===== src/rtl/lsu_pkg.sv =====
// Shared definitions for the load/store control unit: FSM states, access-size
// encodings and the default MMIO window.
package lsu_pkg;

  typedef enum logic [1:0] {
    ST_IDLE    = 2'd0,
    ST_RAM_ACC = 2'd1,
    ST_IO_WAIT = 2'd2,
    ST_RESP    = 2'd3
  } state_t;

  // mem_u_b_h_w encoding: bit0 = half, bit1 = word, bit2 = unsigned
  localparam logic [2:0] SZ_B  = 3'b000;
  localparam logic [2:0] SZ_H  = 3'b001;
  localparam logic [2:0] SZ_W  = 3'b010;
  localparam logic [2:0] SZ_BU = 3'b100;
  localparam logic [2:0] SZ_HU = 3'b101;

  localparam logic [31:0] DEF_MMIO_BASE = 32'hF000_0000;
  localparam logic [31:0] DEF_MMIO_MASK = 32'hF000_0000;

endpackage


===== src/rtl/lsu_addr_decode.sv =====
// Combinational request classifier: RAM window, MMIO window and alignment.
module lsu_addr_decode
  import lsu_pkg::*;
#(
  parameter int          RAM_ADDR_WIDTH = 7,
  parameter logic [31:0] MMIO_BASE      = DEF_MMIO_BASE,
  parameter logic [31:0] MMIO_MASK      = DEF_MMIO_MASK
) (
  input  logic [31:0] i_addr,
  input  logic [2:0]  i_size,
  output logic        o_is_ram,
  output logic        o_is_mmio,
  output logic        o_misaligned
);

  assign o_misaligned = (i_size[0] & i_addr[0]) | (i_size[1] & (|i_addr[1:0]));
  assign o_is_mmio    = (i_addr & MMIO_MASK) == MMIO_BASE;
  assign o_is_ram     = ~(|i_addr[31:RAM_ADDR_WIDTH]);

endmodule


===== src/rtl/lsu_ctrl.sv =====
// Load/store control unit: one request at a time, routed to the single-cycle RAM
// port or the ack-based MMIO port. Optional MMIO timeout: define LSU_TIMEOUT_EN.
module lsu_ctrl
  import lsu_pkg::*;
#(
  parameter int          RAM_ADDR_WIDTH = 7,
  parameter logic [31:0] MMIO_BASE      = DEF_MMIO_BASE,
  parameter logic [31:0] MMIO_MASK      = DEF_MMIO_MASK,
  parameter int          TIMEOUT_CYCLES = 255
) (
  input  logic        clk,
  input  logic        rst,
  input  logic        req_valid,
  output logic        req_ready,
  input  logic [31:0] req_addr,
  input  logic [31:0] req_wdata,
  input  logic        req_we,
  input  logic [2:0]  req_size,
  output logic        resp_valid,
  output logic [31:0] resp_rdata,
  output logic        resp_err,
  output logic [31:0] ram_addr,
  output logic [31:0] ram_din,
  output logic        ram_we,
  output logic [2:0]  ram_u_b_h_w,
  input  logic [31:0] ram_dout,
  output logic        io_valid,
  output logic [31:0] io_addr,
  output logic [31:0] io_wdata,
  output logic        io_we,
  output logic [2:0]  io_size,
  input  logic        io_ack,
  input  logic [31:0] io_rdata
);

  state_t      r_state, w_state_nxt;
  logic [31:0] r_addr, r_wdata, r_rdata;
  logic        r_we, r_err;
  logic [2:0]  r_size;
  logic        w_is_ram, w_is_mmio, w_misaligned;
  logic        w_ram_we, w_io_valid, w_resp_valid, w_tmo;

  lsu_addr_decode #(
    .RAM_ADDR_WIDTH (RAM_ADDR_WIDTH),
    .MMIO_BASE      (MMIO_BASE),
    .MMIO_MASK      (MMIO_MASK)
  ) u_decode (
    .i_addr       (req_addr),
    .i_size       (req_size),
    .o_is_ram     (w_is_ram),
    .o_is_mmio    (w_is_mmio),
    .o_misaligned (w_misaligned)
  );

`ifdef LSU_TIMEOUT_EN
  localparam int CNT_W = ($clog2(TIMEOUT_CYCLES + 1) > 8) ? $clog2(TIMEOUT_CYCLES + 1) : 8;
  logic [CNT_W-1:0] r_cnt;
  assign w_tmo = (r_cnt == CNT_W'(TIMEOUT_CYCLES));
`else
  assign w_tmo = 1'b0;
`endif

  // NOTE: asynchronous reset -- rst sits in the sensitivity list so state clears
  // without waiting for a clock edge.
  always_ff @(posedge clk or posedge rst) begin
    if (rst) r_state <= ST_IDLE;
    else     r_state <= w_state_nxt;
  end

  // NOTE: every signal written here gets a default first; a missed branch would
  // otherwise infer a latch.
  always_comb begin
    w_state_nxt  = r_state;
    w_ram_we     = 1'b0;
    w_io_valid   = 1'b0;
    w_resp_valid = 1'b0;
    case (r_state)
      ST_IDLE: begin
        if (req_valid) begin
          if (w_misaligned)   w_state_nxt = ST_RESP;
          else if (w_is_mmio) w_state_nxt = ST_IO_WAIT;
          else if (w_is_ram)  w_state_nxt = ST_RAM_ACC;
          else                w_state_nxt = ST_RESP;
        end
      end
      ST_RAM_ACC: begin
        w_ram_we    = r_we;
        w_state_nxt = ST_RESP;
      end
      ST_IO_WAIT: begin
        // at the timeout limit the request is withdrawn, but a coincident ack still completes it
        w_io_valid = ~w_tmo;
        if (io_ack || w_tmo) w_state_nxt = ST_RESP;
      end
      ST_RESP: begin
        w_resp_valid = 1'b1;
        w_state_nxt  = ST_IDLE;
      end
      default: w_state_nxt = ST_IDLE;
    endcase
  end

  // NOTE: sequential state uses non-blocking assignments so every register
  // samples pre-edge values regardless of statement order.
  always_ff @(posedge clk or posedge rst) begin
    if (rst) begin
      r_addr  <= '0;
      r_wdata <= '0;
      r_we    <= 1'b0;
      r_size  <= '0;
      r_rdata <= '0;
      r_err   <= 1'b0;
`ifdef LSU_TIMEOUT_EN
      r_cnt   <= '0;
`endif
    end else begin
      case (r_state)
        ST_IDLE: if (req_valid) begin
          r_addr  <= req_addr;
          r_wdata <= req_wdata;
          r_we    <= req_we;
          r_size  <= req_size;
          r_rdata <= '0;
          r_err   <= w_misaligned | (~w_is_mmio & ~w_is_ram);
`ifdef LSU_TIMEOUT_EN
          r_cnt   <= '0;
`endif
        end
        ST_RAM_ACC: if (!r_we) r_rdata <= ram_dout;
        ST_IO_WAIT: begin
          if (io_ack) begin
            if (!r_we) r_rdata <= io_rdata;
          end else if (w_tmo) begin
            r_err <= 1'b1;
          end
`ifdef LSU_TIMEOUT_EN
          else r_cnt <= r_cnt + 1'b1;
`endif
        end
        default: ;
      endcase
    end
  end

  // strobes are also gated by rst so they fall the instant reset rises
  assign req_ready   = (r_state == ST_IDLE) & ~rst;
  assign ram_we      = w_ram_we & ~rst;
  assign io_valid    = w_io_valid & ~rst;
  assign resp_valid  = w_resp_valid;
  assign resp_rdata  = w_resp_valid ? r_rdata : 32'd0;
  assign resp_err    = w_resp_valid & r_err;

  assign ram_addr    = r_addr;
  assign ram_din     = r_wdata;
  assign ram_u_b_h_w = r_size;
  assign io_addr     = r_addr;
  assign io_wdata    = r_wdata;
  assign io_we       = r_we;
  assign io_size     = r_size;

endmodule


===== config.mk =====
export PLATFORM = sky130hd
export DESIGN_NAME = lsu_ctrl
export DESIGN_NICKNAME = d
export VERILOG_FILES = /design/src/rtl/lsu_pkg.sv /design/src/rtl/lsu_addr_decode.sv /design/src/rtl/lsu_ctrl.sv
export SDC_FILE = /design/constraint.sdc
export NUM_CORES = 1
export LEC_CHECK = 0
export BUFFER_PORTS_ARGS = -buffer_cell sky130_fd_sc_hd__buf_2
export CELL_PAD_IN_SITES_DETAIL_PLACEMENT = 0
export CELL_PAD_IN_SITES_GLOBAL_PLACEMENT = 1
export CORE_AREA = 2 2 181 94
export CTS_BUF_LIST = sky130_fd_sc_hd__clkbuf_8
export CTS_CLUSTER_SIZE = 14
export DETAILED_ROUTE_END_ITERATION = 8
export DIE_AREA = 0 0 183 96
export PLACE_DENSITY_LB_ADDON = 0.1
export SYNTH_ARGS = -nofsm -noshare
export SYNTH_HDL_FRONTEND = slang
export SYNTH_SLANG_ARGS = --single-unit

===== constraint.sdc =====
create_clock -name clk -period 5.8 [get_ports clk]
set_input_delay 1.16 -clock clk [delete_from_list [all_inputs] [get_ports clk]]
set_output_delay 1.16 -clock clk [all_outputs]
set_load 0.01 [all_outputs]

Word level (Yosys, flattened, before mapping) --
Cells that the tools add are included.
Word-level totals: bits in registers 103, bits of input ports 136, output and inout port bits 172, word-level logic and storage cells 48
Cells by class: eq/ne operators 8, multiplexer cells 15, bitwise operators 11, reduce and logical (&&, ||, !) cells 7
Operators by type and width (count):
- $mux W32 | 5
- $pmux W32 S3 | 1
- $reduce_or A25 Y1 | 1
- $mux W2 | 5
- $ne A2 B2 Y1 const B | 4
- $pmux W2 S4 | 1
- $and A1 B1 Y1 | 7
- $reduce_and A5 Y1 | 1
- $eq A2 B2 Y1 const B | 2
- $eq A4 B4 Y1 const B | 1
- $reduce_and A2 Y1 | 2
- $mux W1 | 3
- $reduce_bool A3 Y1 | 1
- $eq A2 B1 Y1 const B | 1
- $logic_not A2 Y1 | 1
- $not A1 Y1 | 2
- $or A1 B1 Y1 | 2
- $reduce_or A2 Y1 | 1

Longest topological paths before layout --
Gate-level depths: netlist (run 1).
depth in word-level cells 6, mapped depth 8, mapped depth without buffers 6

Hierarchy --
A second synthesis (run 1) with hierarchy kept.
Second synthesis, totals: cell total of the unflattened synthesis 410, area total of the unflattened synthesis 5128.7 um2
By module, submodules not included:
- lsu_ctrl | times used 1, cells an instance 396, area an instance 5044.8 um2, sequential area each 2577.5 um2
- lsu_addr_decode | times used 1, cells an instance 14, area an instance 83.8 um2, sequential area each 0.0 um2

Worst setup path after synthesis (run 1) --
No wires, ideal clock.
path kind input -> output, from input port rst, to output port ram_we, arrival 3.724 ns, data required time 4.640 ns, setup slack 0.916 ns, stages 2, path buffers 0, cell sequence inv_1 > and3_1
Between the ends: longest elaborated chain between the ends 2
RTL lines:
- start: declaration | RTL line lsu_ctrl.sv:12 | input logic rst,
- $not A1 Y1 | RTL line lsu_ctrl.sv:147 | assign ram_we = w_ram_we & ~rst;
- $and A1 B1 Y1 | RTL line lsu_ctrl.sv:147
- end: declaration | RTL line lsu_ctrl.sv:24 | output logic ram_we,
No other way between the ends.

Worst setup path in the final report (run 1) --
from register r_state[0], to output port resp_rdata[17]
Between the ends: longest elaborated chain between the ends 3
RTL lines:
- start: declaration | RTL line lsu_ctrl.sv:36 | state_t r_state, w_state_nxt;
- start signal: assignment | RTL line lsu_ctrl.sv:67 | else r_state <= w_state_nxt;
- $eq A2 B2 Y1 | RTL line lsu_ctrl.sv:77 | case (r_state)
- $mux W1 | RTL line lsu_ctrl.sv:77
- $mux W32 | RTL line lsu_ctrl.sv:150 | assign resp_rdata = w_resp_valid ? r_rdata : 32'd0;
- end: declaration | RTL line lsu_ctrl.sv:20 | output logic [31:0] resp_rdata,
No other way between the ends.

==> results of run 1 <==
[synth_stat cells (2+ instances only)]
| master | count |
|---|---|
| a22o_1 | 32 |
| and2_1 | 34 |
| buf_1 | 5 |
| buf_2 | 4 |
| buf_4 | 68 |
| buf_6 | 3 |
| clkbuf_1 | 13 |
| clkbuf_2 | 2 |
| dfrtp_1 | 103 |
| ha_1 | 6 |
| inv_1 | 38 |
| mux2_2 | 69 |
| nand2_1 | 3 |
| nand3_1 | 34 |
| nand4_1 | 2 |
| nor2_1 | 5 |
| nor4_1 | 5 |
| o21ai_0 | 26 |
| o21ai_1 | 9 |
[cell families after synthesis]
logic type	after synthesis	share of synthesized area [%]
AOI/OAI and AO/OA	73	9.99
adders and majority gates	6	1.44
buffers and inverters	133	15.1
DFF	103	49.5
muxes	69	14.9
and+or+nand+nor	86	9.10
[metrics by stage]
stage / hold WS [ps] / area, sq um / setup WS (ps) / std cells / utilization [%]
2_1_floorplan: 490 / 5210 / 916 / 470 / -
6_report: 527 / 6610 / 2610 / 912 / 41.3
3_5_place_dp: 509 / 6410 / 2630 / 896 / 40.0
3_3_place_gp: 503 / 6410 / 2640 / 896 / 40.0
5_1_grt: 548 / 6610 / 2470 / 912 / 41.3
4_1_cts: 532 / 6610 / 2600 / 912 / 41.3
[layout by cell type (no fill, tap or decap), drive strengths merged]
master / count
nand4: 2
nor2b: 1
ha: 6
o21a: 1
nand2: 3
dfrtp: 103
bufinv: 1
buf: 311
clkbuf: 10
nor2: 5
and2: 34
nand3: 34
nor4: 5
a31oi: 1
o21ai: 35
a22o: 32
o32ai: 1
o22ai: 1
nor3: 1
a2111oi: 1
and3: 1
inv: 42
o22a: 1
mux2: 69
clkinvlp: 1
[power by group]
part	leakage, nW	internal [W]	switching, W
Clock	0.105	0.000215	0.000257
Combinational	2.06	0.000820	0.00102
Sequential	1.27	0.00102	0.000219
Total	3.44	0.00206	0.00149
[worst register-to-register path, stage by stage (launching register included)]
cell       delay, ps
dfrtp_1          440
inv_1            110
ha_1             210
buf_4            260
o21a_1           270
a2111oi_4        280
buf_4            530
nand3_1          170
o21ai_0          150
[sequential cells by signal, summed over array words and instances (netlist names)]
register  count
io_addr      32
io_wdata     32
r_rdata      32
io_size       3
r_state       2
io_we         1
r_err         1
[final cells by class]
class	instances	area, sq um	area share (%)
clock inverter	6	67.6	1.02
clock buffer	10	138	2.08
sequential	103	2580	39.0
inverter	38	145	2.20
multi-input combinational	234	1850	28.0
timing repair buffer	311	1570	23.7
tap	210	263	3.97
[final timing paths]
| kind | from | end | slack, ps | cells past startpoint |
|---|---|---|---|---|
| worst min register to register | r_rdata[4]$_DFFE_PP0P_ | r_rdata[4]$_DFFE_PP0P_ | 530 | 2 |
| worst max register to register | r_state[0]$_DFFE_PP0P_ | r_rdata[31]$_DFFE_PP0P_ | 3300 | 8 |
| max in group asynchronous | rst | io_wdata[1]$_DFFE_PP0P_ | 3670 | 3 |
| min in group asynchronous | rst | r_state[1]$_DFFE_PP0P_ | 820 | 2 |
| worst max-delay path | r_state[0]$_DFFE_PP0P_ | resp_rdata[17] | 2610 | 3 |
| worst min-delay path | r_rdata[4]$_DFFE_PP0P_ | r_rdata[4]$_DFFE_PP0P_ | 530 | 2 |
[metal layers]
metal	part of all wire, %	global-route usage, %	vias to the layer above
li1	-	-	1981
met1	46	21.2	1980
met2	47	25.9	153
met3	6.0	3.93	5
met4	0.50	3.00	0
met5	0	0	-
==> results.tsv, run 1 <==
stage	metric	value	unit
run_status	status	finished clean	
critical_path	critPathSlowestCell	ha_1	
floorplanning	die-area	17600	sq um
logic_synthesis	synthFlopType	dfrtp_1	
clocking	clkLatencyLatePin	360	ps
drt	vias	4119	
sta	setup_viol	0	
drt	vias_per_cell	4.52	
sta	setup_tns	0	ps
logic_synthesis	synth_top_area_cell	dfrtp_1	
critical_path	cpPeakStageDelay	830	ps
placed_design	dpl.hpwl	10.9	mm
grt	antenna_found_initial	0	
clocking	htreeDepth	3	
critical_path	path_class	flip-flop to primary output	
logic_synthesis	ys_seq_area_share	49.5	%
clocking	numCtsBuffers	9	
critical_path	path_max_fanout	34	
cells_and_area	nNetsFinal	839	
clocking	clockBufferDepth	2	
cells_and_area	diodes	0	
floorplanning	die_y	96	um
sta	fmax	313	MHz
sta	hold_violations	0	
logic_synthesis	avgSynthCellArea	11.1	sq um
clocking	post_cts.repair.setup_buffers	0	
floorplanning	core_region_area	16000	sq um
critical_path	worst-path-buf-inv	1	
drt	drc	0	
clocking	cts_tree	yes	
logic_synthesis	netlist-cell-type-count	28	
critical_path	required	4640	ps
logic_synthesis	netlist_instances	470	
grt	grt_overflow_total	0	
sta	drv_slew	0	
grt	grt_start_max_net_pins	73	
logic_synthesis	synth_warnings	0	
floorplanning	placementRows	33	
critical_path	start_kind	flip-flop	
drt	wl	14.4	mm
sta	relSlewSlack	22.0	%
floorplanning	start_util	32.5	%
clocking	clockRootBuffer	clkbuf_8	
drt	postRouteAntennaNets	0	
drt	wl_per_cell	15.8	um
drt	drtIter0Drc	100	
sta	worstMarginPinSlew	1170	ps
critical_path	end_kind	primary output	
placed_design	routabilityCongestion	0.761	
clocking	cts.sinks	103	
flow_run	drv_cap	0	
pwr	power_density	537	nW/um^2
floorplanning	io-pin-count	308	
cells_and_area	synthToLayoutAreaGrowth	26.9	%
min_path	hp-class	flip-flop to flip-flop	
critical_path	crit_family	adder cells	
critical_path	worstPathCellList	ha_1 -> and2_1 -> buf_2	
pwr	p_total	0.00355	W
logic_synthesis	synth_area_leaders	dfrtp_1, mux2_2, buf_4, a22o_1, and2_1	
sta	clock-skew-final	9.42	ps
cells_and_area	fillers	1622	
clocking	postCtsResizedCells	0	
floorplanning	die_w	183	um
logic_synthesis	synth_fp_nets	612	
cells_and_area	drive_gt1_share	56.7	%
placed_design	port_buffers	307	
logic_synthesis	synth-seq-cells	103	
pwr	p_leak	3.44	nW
critical_path	worstPathArrival	2030	ps
drt	firstDrtPassIters	4	
clocking	path_clk_slew	100	ps
sta	min_period	3190	ps
grt	grt_pass1_wl	21.1	mm
sta	finalCritPeriodShare	55.0	%
logic_synthesis	synth-async-reset-ratio	100	%
sta	rsz0062_at_grt	false	
pwr	ir_drop	0.362	mV
grt	grtUsageTotal	15.7	%
logic_synthesis	synth_top_area_share	49.5	%
logic_synthesis	synth_area	5210	sq um
logic_synthesis	synth_edf_count	0	
grt	grt_pass1_vias	3819	
clocking	cts_hold_buf	0	
Note: power is estimated with default switching activity, not from simulation.
==> inputs of run 2 (changes only) <==
ABC_AREA = 1   (was default)
CORE_AREA = 2 2 196 102   (was 2 2 181 94)
DIE_AREA = 0 0 198 104   (was 0 0 183 96)
clock period = 2.9 ns   (was 5.8 ns; I/O delays follow)
==> results.tsv, run 2 <==
stage	metric	value	unit	change
pwr	p_leak	4.04	nW	+18%
logic_synthesis	synth_top_area_share	48.1	%	-1.4 points
floorplanning	start_util	28.2	%	-4.3 points
critical_path	reg2reg_setup_slack	750	ps	-2550 ps
logic_synthesis	synth_xor_area_share	0	%	unchanged
drt	drc	0		unchanged
floorplanning	die-area	20600	sq um	+17%
sta	setup_ws	542	ps	-2070 ps
clocking	clockRootBuffer	clkbuf_8		
critical_path	required	2320	ps	-2320 ps
logic_synthesis	ys_seq_area_share	48.1	%	-1.4 points
placed_design	dpl.hpwl	11.9	mm	+9.4%
floorplanning	core_region_area	19000	sq um	+18%
critical_path	worstPathArrival	1780	ps	-250 ps
clocking	cts_hold_buf	0		unchanged
pwr	power_density	1100	nW/um^2	+110%
logic_synthesis	yosys.area_share.simple	12.1	%	+3.0 points
cells_and_area	drive_gt1_share	48.6	%	-8.1 points
clocking	cts_tree	yes		
cells_and_area	nNetsFinal	932		+11%
flow_run	drv_cap	0		unchanged
sta	setup_tns	0	ps	unchanged
floorplanning	die_y	104	um	+8.3%
drt	vias	4610		+12%
sta	fmax	424	MHz	
placed_design	port_buffers	307		unchanged
clocking	htreeDepth	3		unchanged
critical_path	path_class	flip-flop to primary output		
grt	antenna_found_initial	0		unchanged
logic_synthesis	synth-seq-cells	103		unchanged
floorplanning	io-pin-count	308		unchanged
clocking	postCtsResizedCells	0		unchanged
clocking	cts.sinks	103		unchanged
clocking	post_cts.repair.setup_buffers	0		unchanged
sta	drv_slew	0		unchanged
min_path	hp-class	input port to async pin		
clocking	path_clk_slew	90	ps	about the same
cells_and_area	diodes	0		unchanged
floorplanning	die_w	198	um	+8.2%
logic_synthesis	synth_top_area_cell	dfrtp_1		
sta	finalCritPeriodShare	81.3	%	
pwr	p_total	0.00755	W	+110%
sta	clock-skew-final	7.47	ps	-1.95 ps
drt	firstDrtPassIters	4		unchanged
drt	vias_per_cell	4.34		-3.8%
clocking	numCtsBuffers	9		unchanged
logic_synthesis	synth_edf_count	0		unchanged
sta	hold_violations	0		unchanged
logic_synthesis	synth_most_common_cell	dfrtp_1		
drt	drtIter0Drc	148		+48%
drt	wl	15.7	mm	+8.8%
placed_design	pre_cts_slack	736	ps	-1890 ps
logic_synthesis	muxShareOfSynthArea	10.4	%	-4.5 points
logic_synthesis	synth_top_family_by_area	buffers and inverters		
run_status	status	finished clean		
clocking	clkLatencyLatePin	370	ps	about the same
logic_synthesis	synth_fp_nets	706		+15%
cells_and_area	layout_commonest_cell	buf_2		
cells_and_area	final_cell_mix	buf_2, dfrtp_1, nand2_1		
grt	grt_pass1_vias	4482		+17%
grt	grtUsageTotal	15.1	%	-0.54 points
logic_synthesis	synthFlopType	dfrtp_1		
grt	grt_overflow_total	0		unchanged
logic_synthesis	synth-async-reset-ratio	100	%	unchanged
logic_synthesis	synth_warnings	0		unchanged
logic_synthesis	synth_area_leaders	dfrtp_1, mux2_2, buf_4, nand2_1, a22o_1		
logic_synthesis	synth_area	5360	sq um	+2.8%
drt	wl_per_cell	14.8	um	-6.4%
sta	relSlewSlack	36.4	%	+14 points
placed_design	routabilityCongestion	0.723		-5.0%
logic_synthesis	ys_top_cells_by_count	dfrtp_1, nand2_1, buf_4		
cells_and_area	synthToLayoutAreaGrowth	27.8	%	
logic_synthesis	synthAdderAreaFrac	1.40	%	-0.039 points
pwr	ir_drop	0.487	mV	+35%
sta	min_period	2360	ps	
clocking	clockBufferDepth	2		unchanged
floorplanning	placementRows	36		+9.1%
logic_synthesis	synth-compound-area-share	11.0	%	+0.99 points
critical_path	start_kind	flip-flop		
logic_synthesis	netlist-cell-type-count	25		-11%
grt	grt_start_max_net_pins	80		+9.6%
critical_path	end_kind	primary output		
grt	grt_pass1_wl	24.3	mm	+15%
sta	rsz0062_at_grt	false		
drt	postRouteAntennaNets	0		unchanged
sta	worstMarginPinSlew	953	ps	-216 ps
logic_synthesis	netlist_instances	564		+20%
sta	setup_viol	0		unchanged
logic_synthesis	avgSynthCellArea	9.49	sq um	-14%
critical_path	path_max_fanout	12		-65%
==> run 2: changes by cell type after synthesis, sizes merged, moves of 2 or more <==
cell	before	now
nand2	3	103
and2	34	0
inv	38	60
mux2	69	49
o21ai	35	52
nor2	5	14
nor4	5	0
a21oi	0	4
clkbuf	15	19
buf	80	82
==> run 2: final cells by class <==
class,instances,area [sq um]
Multi-Input combinational cell,300,1880
Clock buffer,12,165
Inverter,60,229
Sequential cell,103,2580
Tap cell,266,333
Fill cell,1995,12100
Timing Repair Buffer,316,1620
Clock inverter,4,43.8
==> run 2: final timing paths <==
check,startpoint,to,cells after the start
min in group clk,req_wdata[0],io_wdata[0]$_DFFE_PP0P_,2
setup / recovery,r_state[0]$_DFFE_PP0P_,io_valid,5
setup reg to reg,r_state[0]$_DFFE_PP0P_,r_rdata[8]$_DFFE_PP0P_,7
hold / removal,rst,r_rdata[17]$_DFFE_PP0P_,2
max in group asynchronous,rst,r_rdata[10]$_DFFE_PP0P_,3
hold reg to reg,r_rdata[28]$_DFFE_PP0P_,r_rdata[28]$_DFFE_PP0P_,2
==> run 2: power by group <==
| group | internal, W | switching, W |
|---|---|---|
| Combinational | 0.00164 | 0.00232 |
| Sequential | 0.00215 | 0.000479 |
| Clock | 0.000465 | 0.000494 |
==> run 2: cell families (layout without fill, tap and decap cells) <==
kind of cell / Yosys count / after routing
buf+inv: 161 / 392
simple gates: 155 / 155
compound gates: 90 / 90
fa+ha+maj: 6 / 6
mux: 49 / 49
flops: 103 / 103
==> run 2: metrics by stage <==
step                area [sq um]  std cells  util (%)  hold slack [ps]
floorplan                   5360        564         -              471
global placement            6630       1045      35.0              490
detailed placement          6630       1045      35.0              493
CTS                         6840       1061      36.1              282
global route                6840       1061      36.1              315
finish                      6840       1061      36.1              297
==> run 2: metal layers <==
layer	track usage, %	vias to the layer above	wire [um]
met5	0	-	0
met4	3.11	0	133
met3	4.28	9	1060
met2	24.2	165	7050
met1	20.4	2229	7470
li1	-	2207	-
==> run 2: critical path, cell delays in order, from the launching register on <==
cell     delay (ps)
dfrtp_1         430
inv_1           130
ha_1            490
inv_2           110
nor2_1          100
buf_2           140
